### src/rtl/db15_joy_responder.sv
// Adapter-side model of the DB15 two-player shift-register joystick interface.
// Answers asynchronous joy_load/joy_clk strobes with a 32-bit active-low frame.
module db15_joy_responder #(
    parameter int SYNC_STAGES    = 2,
    parameter int TIMEOUT_CYCLES = 1048576
) (
    input  logic        clk,
    input  logic        reset,
    input  logic        joy_load,
    input  logic        joy_clk,
    input  logic [15:0] joystick1,
    input  logic [15:0] joystick2,
    output logic        joy_data,
    output logic        frame_done,
    output logic [5:0]  bit_count,
    output logic        link_active
);
    localparam int CNT_W = $clog2(TIMEOUT_CYCLES) + 1;
    localparam logic [CNT_W-1:0] TIMEOUT_MAX = CNT_W'(TIMEOUT_CYCLES);

    logic [SYNC_STAGES-1:0] load_sync_p0;
    logic [SYNC_STAGES-1:0] clk_sync_p0;
    logic                   clk_dly_p0;
    logic                   load_s;
    logic                   clk_s;
    logic                   clk_rise;
    logic                   shift_en;
    logic                   strobe;

    logic [31:0]            sr_p1;
    logic                   done_p1;
    logic [CNT_W-1:0]       idle_cnt;
    logic                   seen_strobe;

    // Stage p0: synchronisers, preset high so leaving reset never fakes an edge
    always_ff @(posedge clk) begin
        if (reset) begin
            load_sync_p0 <= '1;
            clk_sync_p0  <= '1;
            clk_dly_p0   <= 1'b1;
        end else begin
            load_sync_p0 <= {load_sync_p0[SYNC_STAGES-2:0], joy_load};
            clk_sync_p0  <= {clk_sync_p0[SYNC_STAGES-2:0], joy_clk};
            clk_dly_p0   <= clk_s;
        end
    end

    assign load_s   = load_sync_p0[SYNC_STAGES-1];
    assign clk_s    = clk_sync_p0[SYNC_STAGES-1];
    assign clk_rise = clk_s & ~clk_dly_p0;
    assign shift_en = load_s & clk_rise & (bit_count < 6'd32);
    assign strobe   = ~load_s | clk_rise;

    // Stage p1: shift register holds the frame inverted, bit 0 next on the wire
    always_ff @(posedge clk) begin
        if (reset) begin
            sr_p1     <= '1;
            bit_count <= 6'd0;
            done_p1   <= 1'b0;
        end else if (!load_s) begin
            sr_p1     <= ~{joystick2, joystick1};
            bit_count <= 6'd0;
            done_p1   <= 1'b0;
        end else if (shift_en) begin
            sr_p1     <= {1'b1, sr_p1[31:1]};
            bit_count <= bit_count + 6'd1;
            done_p1   <= (bit_count == 6'd31);
        end else begin
            done_p1   <= 1'b0;
        end
    end

    // Stage p2: registered outputs, frame_done aligned with the idle level on joy_data
    always_ff @(posedge clk) begin
        if (reset) begin
            joy_data   <= 1'b1;
            frame_done <= 1'b0;
        end else begin
            joy_data   <= sr_p1[0];
            frame_done <= done_p1;
        end
    end

    always_ff @(posedge clk) begin
        if (reset) begin
            idle_cnt    <= '0;
            seen_strobe <= 1'b0;
        end else if (strobe) begin
            idle_cnt    <= '0;
            seen_strobe <= 1'b1;
        end else if (idle_cnt < TIMEOUT_MAX) begin
            idle_cnt    <= idle_cnt + CNT_W'(1);
        end
    end

    assign link_active = seen_strobe & (idle_cnt < TIMEOUT_MAX);

endmodule

### config.mk
export PLATFORM = sky130hd
export DESIGN_NAME = db15_joy_responder
export DESIGN_NICKNAME = d
export VERILOG_FILES = /design/src/rtl/db15_joy_responder.sv
export SDC_FILE = /design/constraint.sdc
export NUM_CORES = 1
export LEC_CHECK = 0
export CORE_ASPECT_RATIO = 1.25
export CORE_UTILIZATION = 55
export DETAILED_ROUTE_END_ITERATION = 8
export DONT_BUFFER_PORTS = 1
export PLACE_DENSITY = 0.8
export SETUP_SLACK_MARGIN = 0.05
export SLEW_MARGIN = 20
export SYNTH_ARGS = -nofsm -noshare
export SYNTH_HDL_FRONTEND = slang
export SYNTH_SLANG_ARGS = --single-unit
### constraint.sdc
create_clock -name clk -period 3.6 [get_ports clk]
set_clock_uncertainty 0.15 [all_clocks]
set_input_delay 0.18 -clock clk [delete_from_list [all_inputs] [get_ports clk]]
set_output_delay 0.18 -clock clk [all_outputs]
set_load 0.01 [all_outputs]
==> results of run 1 <==
## cell usage after synthesis, drive strengths merged
| library cell | n |
|---|---|
| a21oi | 8 |
| and2 | 1 |
| and2b | 1 |
| and3 | 1 |
| and4 | 1 |
| and4b | 1 |
| buf | 11 |
| clkbuf | 7 |
| dfxtp | 68 |
| ha | 2 |
| inv | 5 |
| mux2i | 65 |
| nand2 | 10 |
| nand2b | 1 |
| nand3 | 6 |
| nand4 | 4 |
| nand4b | 1 |
| nor2 | 18 |
| nor2b | 2 |
| nor3 | 3 |
| nor3b | 2 |
| nor4 | 1 |
| nor4bb | 1 |
| o211ai | 2 |
| o21a | 1 |
| o21ai | 7 |
| o21ba | 1 |
| o31ai | 1 |
| or2 | 38 |
| or3 | 8 |
| or4 | 6 |
| xnor2 | 6 |
| xor2 | 7 |
## cell families after synthesis
group	synth area share
AO/OA/AOI/OAI	0.0384
XOR/XNOR	0.0380
adder cells (fa/ha/maj)	0.00835
buffers and inverters	0.0338
flip-flops	0.454
multiplexers	0.217
AND/OR/NAND/NOR	0.210
## per-layer routing
layer | GRT usage | share of wire
met1 | 0.276 | 0.43
met4 | 0.116 | 0.024
met2 | 0.370 | 0.50
met5 | 0 | 0
met3 | 0.0611 | 0.040
## metrics by stage
step                      setup slack (ns)  area (um2)  hold slack (ns)
after floorplan                       1.50        3000            0.134
after global placement                1.43        3030            0.105
after detailed placement              1.40        3030            0.108
after CTS                             1.38        3600           0.0647
after global routing                  1.25        3600            0.107
final                                 1.35        3600           0.0803
## where the power goes
part	switching [mW]	internal, mW	total, mW
Clock	0.282	0.423	0.705
Combinational	0.0473	0.0633	0.111
Sequential	0.0131	0.772	0.785
## worst paths after layout
path	from	endpoint	slack, ns	cells past startpoint
hold reg to reg	clk_sync_p0[0]$_SDFF_PP1_	clk_sync_p0[1]$_SDFF_PP1_	0.26	1
hold / removal	reset	bit_count[0]$_SDFFE_PP0P_	0.08	2
setup / recovery	idle_cnt[20]$_SDFFE_PP0N_	idle_cnt[19]$_SDFFE_PP0N_	1.35	4
setup reg to reg	idle_cnt[20]$_SDFFE_PP0N_	idle_cnt[19]$_SDFFE_PP0N_	1.35	4
## layout by cell type, fill, tap and decap left out, types with 6 or more instances in the layout
| master | n |
|---|---|
| nor2_1 | 18 |
| dfxtp_1 | 67 |
| xor2_1 | 7 |
| o21ai_0 | 7 |
| nand2_1 | 10 |
| a21oi_1 | 8 |
| mux2i_1 | 65 |
| or2_2 | 38 |
| nand3_1 | 6 |
| xnor2_1 | 6 |
| clkbuf_8 | 11 |
| dlygate4sd3_1 | 34 |
## sequential cells by signal, indices dropped and copies added, names as in the netlist, 2 cells and up
name and count:
sr_p1 32, idle_cnt 21, bit_count 6, clk_sync_p0 2
load_sync_p0 2
## area by class of cell
| class | instances | area share |
|---|---|---|
| multi-input cells | 206 | 0.430 |
| flip-flops and latches | 68 | 0.379 |
| repair buffers | 38 | 0.102 |
| clock buffers | 11 | 0.0421 |
| well taps | 62 | 0.0216 |
| clock inverters | 4 | 0.0202 |
| inverters | 5 | 0.00522 |
==> results_dict.tcl, run 1 <==
set metrics [dict create \
    start_kind "flop" \
    required_ns 3.72 \
    hold_path.class "in2reg" \
    vias 2162 \
    crit_family "simple AND/OR/NAND/NOR gates" \
    power_density_nw_per_um2 445 \
    syn_nets 335 \
    max_stage_delay_ns 0.70 \
    tns_ns 0 \
    fin_crit_ns 2.25 \
    hold_buffers 35 \
    irDropWorstVdd_mv 0.301 \
    syn_area_um2 3000 \
    initial_utilization 0.581 \
    fmax_mhz 445 \
    stdcell_count 394 \
    maxCapViolCount 0 \
    netlist_instances 297 \
    max_slew_margin 0.618 \
    grt_pass1_vias 2152 \
    rsz0062_at_grt "false" \
    cts_buffers 9 \
    drive_gt1_frac 0.202 \
    syn_avg_cell_area_um2 10.1 \
    cts.sinks 68 \
    power.total_mw 1.60 \
    worstSetupPathType "reg2reg" \
    cts_tree "yes" \
    yosysWarnings 0 \
    ys_top_cells_by_area "dfxtp_1 45%, mux2i_1 22%, or2_2 7.9%" \
    grt_pass1_wl_um 9850 \
    die_w_um 68.0 \
    detail-route-antenna-nets 0 \
    crit_fanout 9 \
    overflow 0 \
    multiInputGateArea_um2 1550 \
    grt.total_usage 0.231 \
    gp_congestion 0.743 \
    nets 366 \
    dieArea_um2 5750 \
    synth.top_cell.area_share 0.454 \
    firstDrtPassIters 6 \
    synth-seq-area-share 0.454 \
    fin_crit_sh 0.624 \
    antenna_cells 0 \
    final-max-slew-violation-count 0 \
    clkLatencyLatePin_ns 0.34 \
    nFillCells 362 \
    antenna_found_initial 0 \
    grt_max_degree 41 \
    dieHeight_um 84.5 \
    hold_viol_final 0 \
    setup_viol_count_final 0 \
    cp_cell_sequence "nand4b_4 > or4_1 > or4_1 > a21oi_1" \
    ys_ff_latch 68 \
    drc 0 \
    tightestPinTransition_ns 0.573 \
    dp.cells 344 \
    clock-root-buffer "clkbuf_8" \
    path_buf_inv 0 \
    cts.reportedPaths.clkPinSlew_ns 0.07 \
    post-route-util 0.698 \
    wl_um 5740 \
    worstSetupEndpointType "flop" \
    crit_path_top_delay_cell "or4_1" \
    cts_resized 0 \
    ios 45 \
    cts_max_level 3 \
    dp_hpwl_um 3470 \
    core-area_um2 5150 \
    viasPerCell 5.49 \
    postCtsSetupRepairBufs 0 \
    cts_buffer_depth 2 \
    arrival_ns 2.36 \
    syn_to_final_growth_pct 20.1 \
    initialDrtViolationCount 131 \
    leakage_nw 1.47 \
    ff_latch_area_um2 1360 \
    wl_per_cell_um 14.6 \
    cpMostUsedCell "or4_1" \
    ys_types 37 \
    yosysTopAreaCell "dfxtp_1" \
    port_buffers 0 \
    outcome "finished, final reports clean" \
    fp-row-count 29 \
]
Power figures use the tool's default switching activity.
==> run 2: changes to the inputs <==
clock period = 2.1 ns   (was 3.6 ns; I/O delays follow)
==> run 2 against run 1 <==
Net effect:
- largest power group unchanged
- largest cell class unchanged
- critical path depth is 2 higher
- register-to-register slack worse by 1.3 ns
- highest routed layer unchanged
- core utilization is 4.5 points higher
- fmax is 12% higher
==> results_dict.tcl, run 2 (same netlist as run 1, synthesis figures left out) <==
set metrics [dict create \
    cpMostUsedCell "mux2i_1" \
    max_stage_delay_ns 0.39 \
    wl_per_cell_um 17.9 \
    power.total_mw 2.89 \
    hold_viol_final 0 \
    maxCapViolCount 0 \
    wl_um 7370 \
    max_flop_register "sr_p1" \
    clkLatencyLatePin_ns 0.36 \
    die_w_um 68.0 \
    tightestPinTransition_ns 0.886 \
    rsz0062_at_grt "true" \
    antenna_cells 0 \
    cts.sinks 68 \
    grt.total_usage 0.276 \
    cp_cell_sequence "nor4bb_4 > buf_4 > clkbuf_16 > mux2i_1 > mux2i_1 > or2_2" \
    cts_buffers 9 \
    cts_tree "yes" \
    crit_path_top_delay_cell "dfxtp_1" \
    dieHeight_um 84.5 \
    required_ns 2.19 \
    fin_crit_sh 0.959 \
    worstSetupEndpointType "flop" \
    drc 0 \
    holdWs_ns 0.0328 \
    overflow 0 \
    initial_utilization 0.581 \
    gp_congestion 0.794 \
    fin_crit_ns 2.01 \
    dieArea_um2 5750 \
    power_density_nw_per_um2 755 \
    detail-route-antenna-nets 0 \
    grt_max_degree 33 \
    ios 45 \
    arrival_ns 2.10 \
    grt_pass1_wl_um 11600 \
    cts_buffer_depth 2 \
    fmax_mhz 497 \
    hold_path.class "in2reg" \
    fp-row-count 29 \
    antenna_found_initial 0 \
    drive_gt1_frac 0.246 \
    port_buffers 0 \
    setup_viol_count_final 0 \
    vias 2366 \
    core-area_um2 5150 \
    firstDrtPassIters 4 \
    nFillCells 319 \
    cts.reportedPaths.clkPinSlew_ns 0.08 \
    viasPerCell 5.76 \
    irDropWorstVdd_mv 0.821 \
    cts_max_level 3 \
    outcome "finished, final reports clean" \
    final_cell_mix "62 x mux2i_1, 61 x dfxtp_1, 44 x dlygate4sd3_1" \
    layout_commonest_cell "mux2i_1" \
    crit_fanout 16 \
    max_slew_margin 0.407 \
    start_kind "flop" \
    nets 383 \
    initialDrtViolationCount 126 \
    largest_reg_flops 32 \
    dp_hpwl_um 3420 \
    syn_to_final_growth_pct 27.8 \
    reg_top3 "sr_p1: 32 flops, idle_cnt: 21 flops, bit_count: 6 flops" \
    clock-root-buffer "clkbuf_8" \
    grt_pass1_vias 2377 \
    leakage_nw 1.56 \
    final-max-slew-violation-count 0 \
    worstSetupPathType "reg2reg" \
]
run 2: layout make-up:
cell class	instances	area, um2	share of cell area
sequential	68	1370	0.358
inverter	5	18.8	0.00490
tap	62	77.6	0.0203
clock inverter	6	114	0.0297
timing repair buffer	55	544	0.142
clock buffer	9	124	0.0324
multi-input combinational	206	1580	0.412
run 2: final timing paths:
kind | slack [ns] | depth (start not counted) | endpoint | from
max | 0.09 | 6 | sr_p1[11]$_SDFFE_PP1P_ | bit_count[5]$_SDFFE_PP0P_
min | 0.03 | 4 | idle_cnt[20]$_SDFFE_PP0N_ | reset
max reg2reg | 0.09 | 6 | sr_p1[11]$_SDFFE_PP1P_ | bit_count[5]$_SDFFE_PP0P_
min reg2reg | 0.33 | 2 | idle_cnt[19]$_SDFFE_PP0N_ | idle_cnt[19]$_SDFFE_PP0N_
run 2: metrics by stage:
step           cells  cell area [um2]  TNS [ns]  utilization  worst slack (ns)
2_1_floorplan    297             3000         0            -            0.0369
3_3_place_gp     349             3080         0        0.598            0.0886
3_5_place_dp     349             3080         0        0.598            0.0124
4_1_cts          408             3760         0        0.731            0.0451
5_1_grt          411             3830   -0.0176        0.743           -0.0176
6_report         411             3830         0        0.743            0.0870
run 2: repair_timing:
item,in CTS,in global routing
endpoints found under the setup margin,3,20
hold buffers,44,0
hold endpoints to repair,47,0
pin swaps,0,2
gates resized for setup,2,13
gates cloned,0,1
setup buffers,0,2
run 2: per-layer routing:
layer	global-route usage	vias up	wire (um)
met3	0.0707	18	287
met5	0	-	0
met4	0.119	0	222
li1	-	1118	-
met1	0.321	1157	3020
met2	0.463	73	3840
run 2: worst max-delay path: cells and delay by family (launching register included):
family	cells	cell delay [ns]
buf+inv	2	0.38
flops	1	0.39
mux	2	0.40
simple gates	2	0.57
run 2: power breakdown:
group	internal, mW	switching, mW
clock network	0.784	0.542
registers	1.32	0.0251
logic	0.125	0.0930
total	2.23	0.660
